File: config.mk
export PLATFORM = sky130hd
export DESIGN_NAME = mouse_position_tracker
export DESIGN_NICKNAME = d
export VERILOG_FILES = /design/src/rtl/mouse_pkg.sv /design/src/rtl/mouse_axis_update.sv /design/src/rtl/mouse_position_tracker.sv
export SDC_FILE = /design/constraint.sdc
export NUM_CORES = 1
export LEC_CHECK = 0
export BUFFER_PORTS_ARGS = -buffer_cell sky130_fd_sc_hd__buf_4
export CORE_MARGIN = 8
export CORE_UTILIZATION = 55
export DETAILED_ROUTE_END_ITERATION = 8
export PLACE_DENSITY_LB_ADDON = 0.08
export SYNTH_ARGS = -nofsm -noshare
export SYNTH_HDL_FRONTEND = slang
export SYNTH_HIERARCHICAL = 1
export SYNTH_SLANG_ARGS = --single-unit
File: constraint.sdc
create_clock -name CLK -period 4 [get_ports CLK]
set_clock_uncertainty 0.1 [all_clocks]
set_input_delay 1.2 -clock CLK [delete_from_list [all_inputs] [get_ports CLK]]
set_output_delay 1.2 -clock CLK [all_outputs]
set_load 0.01 [all_outputs]
File: src/rtl/mouse_pkg.sv
// Shared constants and FSM encoding for the mouse position tracker.
// PS/2 status byte bit positions, overflow counter width and tracker states.
package mouse_pkg;

   localparam int XSIGN = 4;
   localparam int YSIGN = 5;
   localparam int XOVF  = 6;
   localparam int YOVF  = 7;

   localparam int OVF_W = 8;

   typedef enum logic [1:0] {
      IDLE   = 2'd0,
      CALC   = 2'd1,
      UPDATE = 2'd2,
      EMIT   = 2'd3
   } state_t;

endpackage

File: src/rtl/mouse_axis_update.sv
// One coordinate axis: builds the scaled/saturated delta from the packet fields and
// produces the next position, either clamped to 0..LIMIT-1 or wrapped modulo LIMIT.
module mouse_axis_update #(
   parameter int COORD_W = 10,
   parameter int LIMIT   = 640,
   parameter int SHIFT   = 0,
   parameter int WRAP    = 0,
   parameter int INVERT  = 0
) (
   input  logic [7:0]         mag_i,
   input  logic               sign_i,
   input  logic               ovf_i,
   output logic [COORD_W+2:0] delta_o,
   input  logic [COORD_W-1:0] pos_i,
   input  logic [COORD_W+2:0] delta_i,
   output logic [COORD_W-1:0] pos_o
);

   localparam int DW = COORD_W + 3;
   localparam int SW = COORD_W + 4;
   localparam logic signed [SW-1:0] LIM_S   = SW'(LIMIT);
   localparam logic signed [SW-1:0] MAX_S   = SW'(LIMIT - 1);
   localparam logic [COORD_W-1:0]   LIMIT_C = COORD_W'(LIMIT);
   localparam logic [COORD_W-1:0]   MAX_C   = COORD_W'(LIMIT - 1);

   logic [8:0]         raw_s;
   logic [DW-1:0]      scaled_s;
   logic signed [SW-1:0] sum_s;

   // Delta: overflow saturates to -256/+255, then scale and optional inversion.
   // Width carries one spare bit so negating a fully scaled -256 cannot overflow.
   always_comb begin
      raw_s = {sign_i, mag_i};
      if (ovf_i) begin
         raw_s = sign_i ? 9'h100 : 9'h0FF;
      end else begin
         raw_s = {sign_i, mag_i};
      end
      scaled_s = {{(DW-9){raw_s[8]}}, raw_s} << SHIFT;
      if (INVERT != 0) begin
         delta_o = -scaled_s;
      end else begin
         delta_o = scaled_s;
      end
   end

   // Position: signed sum, then clamp or single-step wrap (|delta| < LIMIT when wrapping).
   always_comb begin
      sum_s = {{(SW-COORD_W){1'b0}}, pos_i} + {delta_i[DW-1], delta_i};
      pos_o = sum_s[COORD_W-1:0];
      if (WRAP != 0) begin
         if (sum_s[SW-1]) begin
            pos_o = sum_s[COORD_W-1:0] + LIMIT_C;
         end else if (sum_s >= LIM_S) begin
            pos_o = sum_s[COORD_W-1:0] - LIMIT_C;
         end else begin
            pos_o = sum_s[COORD_W-1:0];
         end
      end else begin
         if (sum_s[SW-1]) begin
            pos_o = {COORD_W{1'b0}};
         end else if (sum_s > MAX_S) begin
            pos_o = MAX_C;
         end else begin
            pos_o = sum_s[COORD_W-1:0];
         end
      end
   end

endmodule

File: src/rtl/mouse_position_tracker.sv
// Accumulates PS/2 movement packets into a screen position with buttons and overflow count.
// Optional wheel accumulator is built only when MOUSE_WHEEL_EN is defined.
module mouse_position_tracker
   import mouse_pkg::*;
#(
   parameter int COORD_W  = 10,
   parameter int LIMIT_X  = 640,
   parameter int LIMIT_Y  = 480,
   parameter int SHIFT    = 0,
   parameter int WRAP     = 0,
   parameter int INVERT_Y = 1
) (
   input  logic               CLK,
   input  logic               RESET,
   input  logic               PKT_VALID,
   output logic               PKT_READY,
   input  logic [7:0]         PKT_STATUS,
   input  logic [7:0]         PKT_DX,
   input  logic [7:0]         PKT_DY,
`ifdef MOUSE_WHEEL_EN
   input  logic [3:0]         PKT_DZ,
   output logic [7:0]         WHEEL_POS,
`endif
   input  logic               SET_POS,
   input  logic [COORD_W-1:0] SET_X,
   input  logic [COORD_W-1:0] SET_Y,
   output logic [COORD_W-1:0] POS_X,
   output logic [COORD_W-1:0] POS_Y,
   output logic [2:0]         BUTTONS,
   output logic [2:0]         BTN_CHANGE,
   output logic               POS_VALID,
   output logic [OVF_W-1:0]   OVF_COUNT
);

   localparam int DW = COORD_W + 3;
   localparam logic [COORD_W-1:0] HOME_X = COORD_W'(LIMIT_X / 2);
   localparam logic [COORD_W-1:0] HOME_Y = COORD_W'(LIMIT_Y / 2);
   localparam logic [COORD_W-1:0] MAX_X  = COORD_W'(LIMIT_X - 1);
   localparam logic [COORD_W-1:0] MAX_Y  = COORD_W'(LIMIT_Y - 1);

   state_t             state_q, state_d;
   logic [7:4]         flags_q, flags_d;
   logic [2:0]         pbtn_q, pbtn_d;
   logic [7:0]         dx_q, dx_d, dy_q, dy_d;
   logic [DW-1:0]      dlx_q, dlx_d, dly_q, dly_d;
   logic [COORD_W-1:0] pos_x_q, pos_x_d, pos_y_q, pos_y_d;
   logic [2:0]         btn_q, btn_d, chg_q, chg_d;
   logic               valid_q, valid_d;
   logic [OVF_W-1:0]   ovf_q, ovf_d;
   logic               pkt_ready_s;
   logic [DW-1:0]      dx_delta_s, dy_delta_s;
   logic [COORD_W-1:0] new_x_s, new_y_s;
   logic               unused_status_s;

`ifdef MOUSE_WHEEL_EN
   logic [3:0]         dz_q, dz_d;
   logic [7:0]         wheel_q, wheel_d;
   logic [8:0]         wheel_sum_s;
`endif

   assign unused_status_s = PKT_STATUS[3];

   mouse_axis_update #(
      .COORD_W(COORD_W), .LIMIT(LIMIT_X), .SHIFT(SHIFT), .WRAP(WRAP), .INVERT(0)
   ) u_axis_x (
      .mag_i(dx_q), .sign_i(flags_q[XSIGN]), .ovf_i(flags_q[XOVF]), .delta_o(dx_delta_s),
      .pos_i(pos_x_q), .delta_i(dlx_q), .pos_o(new_x_s)
   );

   mouse_axis_update #(
      .COORD_W(COORD_W), .LIMIT(LIMIT_Y), .SHIFT(SHIFT), .WRAP(WRAP), .INVERT(INVERT_Y)
   ) u_axis_y (
      .mag_i(dy_q), .sign_i(flags_q[YSIGN]), .ovf_i(flags_q[YOVF]), .delta_o(dy_delta_s),
      .pos_i(pos_y_q), .delta_i(dly_q), .pos_o(new_y_s)
   );

   // Next-state and datapath control for the IDLE/CALC/UPDATE/EMIT sequence.
   always_comb begin
      state_d     = state_q;
      pkt_ready_s = 1'b0;
      flags_d     = flags_q;
      pbtn_d      = pbtn_q;
      dx_d        = dx_q;
      dy_d        = dy_q;
      dlx_d       = dlx_q;
      dly_d       = dly_q;
      pos_x_d     = pos_x_q;
      pos_y_d     = pos_y_q;
      btn_d       = btn_q;
      chg_d       = chg_q;
      ovf_d       = ovf_q;
`ifdef MOUSE_WHEEL_EN
      dz_d        = dz_q;
      wheel_d     = wheel_q;
      wheel_sum_s = {{5{dz_q[3]}}, dz_q} + {wheel_q[7], wheel_q};
`endif
      case (state_q)
         IDLE: begin
            pkt_ready_s = ~SET_POS;
            if (SET_POS) begin
               pos_x_d = (SET_X > MAX_X) ? MAX_X : SET_X;
               pos_y_d = (SET_Y > MAX_Y) ? MAX_Y : SET_Y;
               chg_d   = 3'b000;
               state_d = EMIT;
            end else if (PKT_VALID) begin
               flags_d = PKT_STATUS[7:4];
               pbtn_d  = PKT_STATUS[2:0];
               dx_d    = PKT_DX;
               dy_d    = PKT_DY;
`ifdef MOUSE_WHEEL_EN
               dz_d    = PKT_DZ;
`endif
               state_d = CALC;
            end else begin
               state_d = IDLE;
            end
         end
         CALC: begin
            dlx_d   = dx_delta_s;
            dly_d   = dy_delta_s;
            state_d = UPDATE;
         end
         UPDATE: begin
            pos_x_d = new_x_s;
            pos_y_d = new_y_s;
            btn_d   = pbtn_q;
            chg_d   = btn_q ^ pbtn_q;
            if ((flags_q[XOVF] | flags_q[YOVF]) && (ovf_q != {OVF_W{1'b1}})) begin
               ovf_d = ovf_q + {{(OVF_W-1){1'b0}}, 1'b1};
            end else begin
               ovf_d = ovf_q;
            end
`ifdef MOUSE_WHEEL_EN
            if (wheel_sum_s[8] != wheel_sum_s[7]) begin
               wheel_d = wheel_sum_s[8] ? 8'h80 : 8'h7F;
            end else begin
               wheel_d = wheel_sum_s[7:0];
            end
`endif
            state_d = EMIT;
         end
         EMIT: begin
            state_d = IDLE;
         end
         default: begin
            state_d = IDLE;
         end
      endcase
      valid_d = (state_d == EMIT);
   end

   // State and output registers; reset discards any packet in flight.
   always_ff @(posedge CLK) begin
      if (!RESET) begin
         state_q <= IDLE;
         flags_q <= 4'h0;
         pbtn_q  <= 3'b000;
         dx_q    <= 8'h00;
         dy_q    <= 8'h00;
         dlx_q   <= {DW{1'b0}};
         dly_q   <= {DW{1'b0}};
         pos_x_q <= HOME_X;
         pos_y_q <= HOME_Y;
         btn_q   <= 3'b000;
         chg_q   <= 3'b000;
         valid_q <= 1'b0;
         ovf_q   <= {OVF_W{1'b0}};
`ifdef MOUSE_WHEEL_EN
         dz_q    <= 4'h0;
         wheel_q <= 8'h00;
`endif
      end else begin
         state_q <= state_d;
         flags_q <= flags_d;
         pbtn_q  <= pbtn_d;
         dx_q    <= dx_d;
         dy_q    <= dy_d;
         dlx_q   <= dlx_d;
         dly_q   <= dly_d;
         pos_x_q <= pos_x_d;
         pos_y_q <= pos_y_d;
         btn_q   <= btn_d;
         chg_q   <= chg_d;
         valid_q <= valid_d;
         ovf_q   <= ovf_d;
`ifdef MOUSE_WHEEL_EN
         dz_q    <= dz_d;
         wheel_q <= wheel_d;
`endif
      end
   end

   assign PKT_READY  = pkt_ready_s;
   assign POS_X      = pos_x_q;
   assign POS_Y      = pos_y_q;
   assign BUTTONS    = btn_q;
   assign BTN_CHANGE = chg_q;
   assign POS_VALID  = valid_q;
   assign OVF_COUNT  = ovf_q;
`ifdef MOUSE_WHEEL_EN
   assign WHEEL_POS  = wheel_q;
`endif

endmodule

# After elaboration in Yosys (flattened, before gate mapping)
# Index checks and enable logic that the tools add are counted.
# classes
reduce_logical,6
n_addsub,4
order_cmp,4
n_eq_ne,6
bitwise,3
mux,20
# ops
operator,count
$mux 10,8
$pmux 10 s2,2
$mux 9,4
$add 11x13->14,1
$gt 14x10->1 const B,1
$gt 14x11->1 const B,1
$neg 13->13,1
$add 11x9->12,1
$gt 10x10->1 const B,1
$gt 10x9->1 const B,1
$add 8x1->8 const B,1
$ne 8x8->1 const B,1
$pmux 2 s4,1
$eq 2x2->1 const B,3
$pmux 3 s2,1
$reduce_and 2->1,2
$mux 3,1
$reduce_and 3->1,1
$xor 3x3->3,1
$eq 2x1->1 const B,1
$logic_not 2->1,1
$mux 1,2
$mux 2,1
$ne 2x2->1 const B,1
4 further kinds,4
# word_totals
reg_bits,82

# Depth between registers and ports, before layout
# logic_depth
word_depth,5
depth_mapped,13
ltp_nobuf,13

# By module
# The synthesis kept the hierarchy.
# modules_own_cells
module,area_per_inst_um2,instances,seq_area_each_um2,cells_each
mouse_position_tracker,3663.5,1,1721.7,386
mouse_axis_update (u_axis_y),1014.7,1,0.0,148
mouse_axis_update (u_axis_x),808.3,1,0.0,116

# Worst setup path after synthesis
# No wires, ideal clock.
# synth_path
path_type,input-to-output
from,in SET_POS
to,out PKT_READY
setup_slack_ps,1203
t_required_ps,2700
stages,2
t_arrival_ps,1497
path_buffers,0
cell_sequence,nand2b_1 inv_1
# synth_between
elab_chain_cells,2
# synth_lines
item,line_no,rtl
start: declaration,mouse_position_tracker.sv:24,"input logic SET_POS,"
$not 1->1 (no source line),--,
$mux 1,mouse_position_tracker.sv:97,case (state_q)
end: declaration,mouse_position_tracker.sv:16,"output logic PKT_READY,"
# No other way between the ends.

# Worst setup path in the final report
# Ends and elaborated chain as after synthesis.

==> flow_summary.yaml <==
run_status:
  status: "completed"
sta:
  relSlewSlack: 0.371
  rsz0062_at_grt: "false"
  tightest_slew_ps: 941
  clock.fmax_mhz: 322
  fin_crit_sh: 0.777
  setup_viol: 0
  timing.final.ws_setup_ps: 892
  fin_setup_tns_ps: 0
  min_period_ps: 3110
  maxSlewViolCount: 0
  hold_viol_final: 0
placement:
  globalplace.congestion: 0.891
  hpwl_um: 10100
  dp_slack_ps: 902
  io_buffers: 82
  dpl-instance-area_um2: 6020
flow_run:
  cap_violations: 0
final_layout:
  fillers: 891
  stdcell_area_um2: 6180
  areaGrowthSynthToFinish_pct: 12.6
  drive_gt1_frac: 0.179
  num_antenna_cells: 0
  finalNetCount: 776
  final_util: 0.635
global_route:
  use_met1: 0.270
  overflow: 0
  globalRouteMet2Util: 0.322
  grt_antenna_before_repair: 0
  use_met3: 0.0427
  grtUsageTotal: 0.203
  busiest_layer: "met2"
  grt_pass1_vias: 4576
  grt_max_degree: 58
  grt_pass1_wl_um: 22400
synth:
  yosys.area.top_type_share: 0.314
  synth_seq_cells: 86
  yosys-top-cells-area: "dfxtp_1 (31%), mux2i_1 (6.8%), ha_1 (5.7%), nand2_1 (5.0%), nor2b_1 (4.1%)"
  synth_cells: 650
  ys_top_cells_by_count: "dfxtp_1 (86), nand2_1 (73), mux2i_1 (37), nor2b_1 (36), inv_1 (32)"
  ys_warn_count: 6
  synth_most_common_cell: "dfxtp_1"
  async_flop_share: 0
  ys_types: 76
  syn_nets: 725
  synth_flop_cell: "dfxtp_1"
  ys_seq_area_frac: 0.314
  synth_edf_count: 0
  syn_avg_cell_area_um2: 8.44
  netlist_area_um2: 5490
  yosys.area.top_type: "dfxtp_1"
floorplanning:
  die_area_um2: 13400
  num_io_pins: 84
  die_h_um: 116
  initial_utilization: 0.564
  core-area_um2: 9730
  rows: 36
  die_w_um: 116
power:
  vdd_ir_drop_max_v: 0.000167
  p_switching_mw: 0.992
  total_power_mw: 2.67
  pwr-share-comb: 0.412
  leakagePower_nw: 2.47
  cell_internal_pwr_mw: 1.68
  p_per_area_nw_per_um2: 432
  p_seq_frac: 0.390
  swShare: 0.371
  power_frac_clock: 0.198
hold_path:
  min_path_type: "reg2reg"
setup_path:
  critPathCaptureType: "output port"
  critical_path.max_fanout: 6
  critPathLaunchType: "input port"
  worstPathCellList: "buf_4 > nand2b_1 > inv_1 > buf_4"
  path_class: "in2out"
  crit_top_cell: "buf_4"
  slowest_delay_ps: 250
  rrSetupSlack_ps: 1110
  slowest_stage: "nand2b_1"
  cp.required_ps: 2700
  crit_arrival_ps: 1810
clocking:
  clk_path_buf_depth: 2
  clk_latency_ps: 340
  clkTransAtPathRegs_ps: 80
  post_cts_buffers: 0
  cts_resized: 0
  cts_tree: "done"
  ctsHtreeMaxLevel: 3
  cts_root_buffer: "clkbuf_8"
  cts.sinks: 86
  holdBufCountCts: 0
  cts_buffers: 9
detailed_routing:
  antenna_left: 0
  routedWlPerCell_um: 16.1
  vias: 4823
  vias_per_cell: 5.76
  drt_first_pass_iters: 5
  wl_um: 13400
  drtIter0Drc: 304
  drc: 0
[cells in the final DEF, fill, tap and decap left out, types with 4 or more instances in the layout]
| master | n |
|---|---|
| xor2_1 | 11 |
| nand3_1 | 22 |
| nand2b_1 | 12 |
| a21boi_1 | 21 |
| mux2i_1 | 37 |
| nor3_1 | 19 |
| o21ai_0 | 27 |
| dfxtp_1 | 86 |
| and4_1 | 4 |
| nor2b_1 | 36 |
| a21oi_1 | 26 |
| inv_1 | 32 |
| o211ai_1 | 18 |
| nand2_1 | 73 |
| o21ai_1 | 9 |
| a21o_1 | 5 |
| a32oi_1 | 4 |
| buf_4 | 86 |
| nor2_1 | 20 |
| ha_1 | 25 |
| xnor2_1 | 12 |
| clkbuf_8 | 10 |
| or2_2 | 4 |
| o21a_1 | 14 |
| a31oi_1 | 10 |
[cell type report]
type | instances | area, um^2 | area share
Sequential cell | 86 | 1720 | 0.279
Timing Repair Buffer | 86 | 646 | 0.104
Multi-Input combinational cell | 486 | 3370 | 0.545
Clock buffer | 12 | 145 | 0.0235
Inverter | 32 | 120 | 0.0194
Tap cell | 133 | 166 | 0.0269
Clock inverter | 2 | 10.0 | 0.00162
[stage by stage]
step           instances  hold slack (ps)
4_1_cts              837              358
3_3_place_gp         823              347
2_1_floorplan        650              335
6_report             837              359
3_5_place_dp         823              347
5_1_grt              837              390
[worst max-delay path, delay by kind of cell]
kind | cells | cell delay, ps
AND/OR/NAND/NOR | 1 | 250
buffers and inverters | 3 | 350
[path summary, 6_finish.rpt]
path,startpoint,end,depth (start not counted)
min reg2reg,dx_q[0],dx_q[0],2
max,SET_POS,PKT_READY,4
min,dx_q[0],dx_q[0],2
max reg2reg,POS_X[0],POS_X[5],11
[power by group through the flow]
stage               registers (mW)  logic (mW)  clock network, mW
floorplan                     1.05       0.837                  0
global placement              1.06        1.06                  0
detailed placement            1.06        1.09                  0
CTS                           1.04        1.10              0.544
global route                  1.06        1.21              0.570
finish                        1.04        1.10              0.530
[logic make-up (layout without fill, tap and decap cells)]
kind of cell             count (synthesis)  count (layout)  synth area share
multiplexers                            39              39            0.0727
flip-flops                              86              86             0.314
other                                    1               1          0.000683
adder cells (fa/ha/maj)                 27              27            0.0643
AO/OA/AOI/OAI                          175             175             0.230
XOR/XNOR                                23              23            0.0367
AND/OR/NAND/NOR                        221             221             0.210
buffers and inverters                   78             132            0.0718
[flip-flops by register name, summed over array words and instances, names as in the netlist]
signal / flops
dly_q: 13
flags_q: 4
POS_X: 10
dx_q: 8
dy_q: 8
state_q: 2
POS_VALID: 1
OVF_COUNT: 8
BUTTONS: 3
BTN_CHANGE: 3
POS_Y: 10
dlx_q: 13
pbtn_q: 3
[routing by layer]
metal / wire (um) / part of all wire
met4: 103 / 0.0077
met1: 6450 / 0.48
met3: 876 / 0.065
met5: 0 / 0
met2: 6010 / 0.45
No activity file was read; power rests on OpenSTA's default activity.
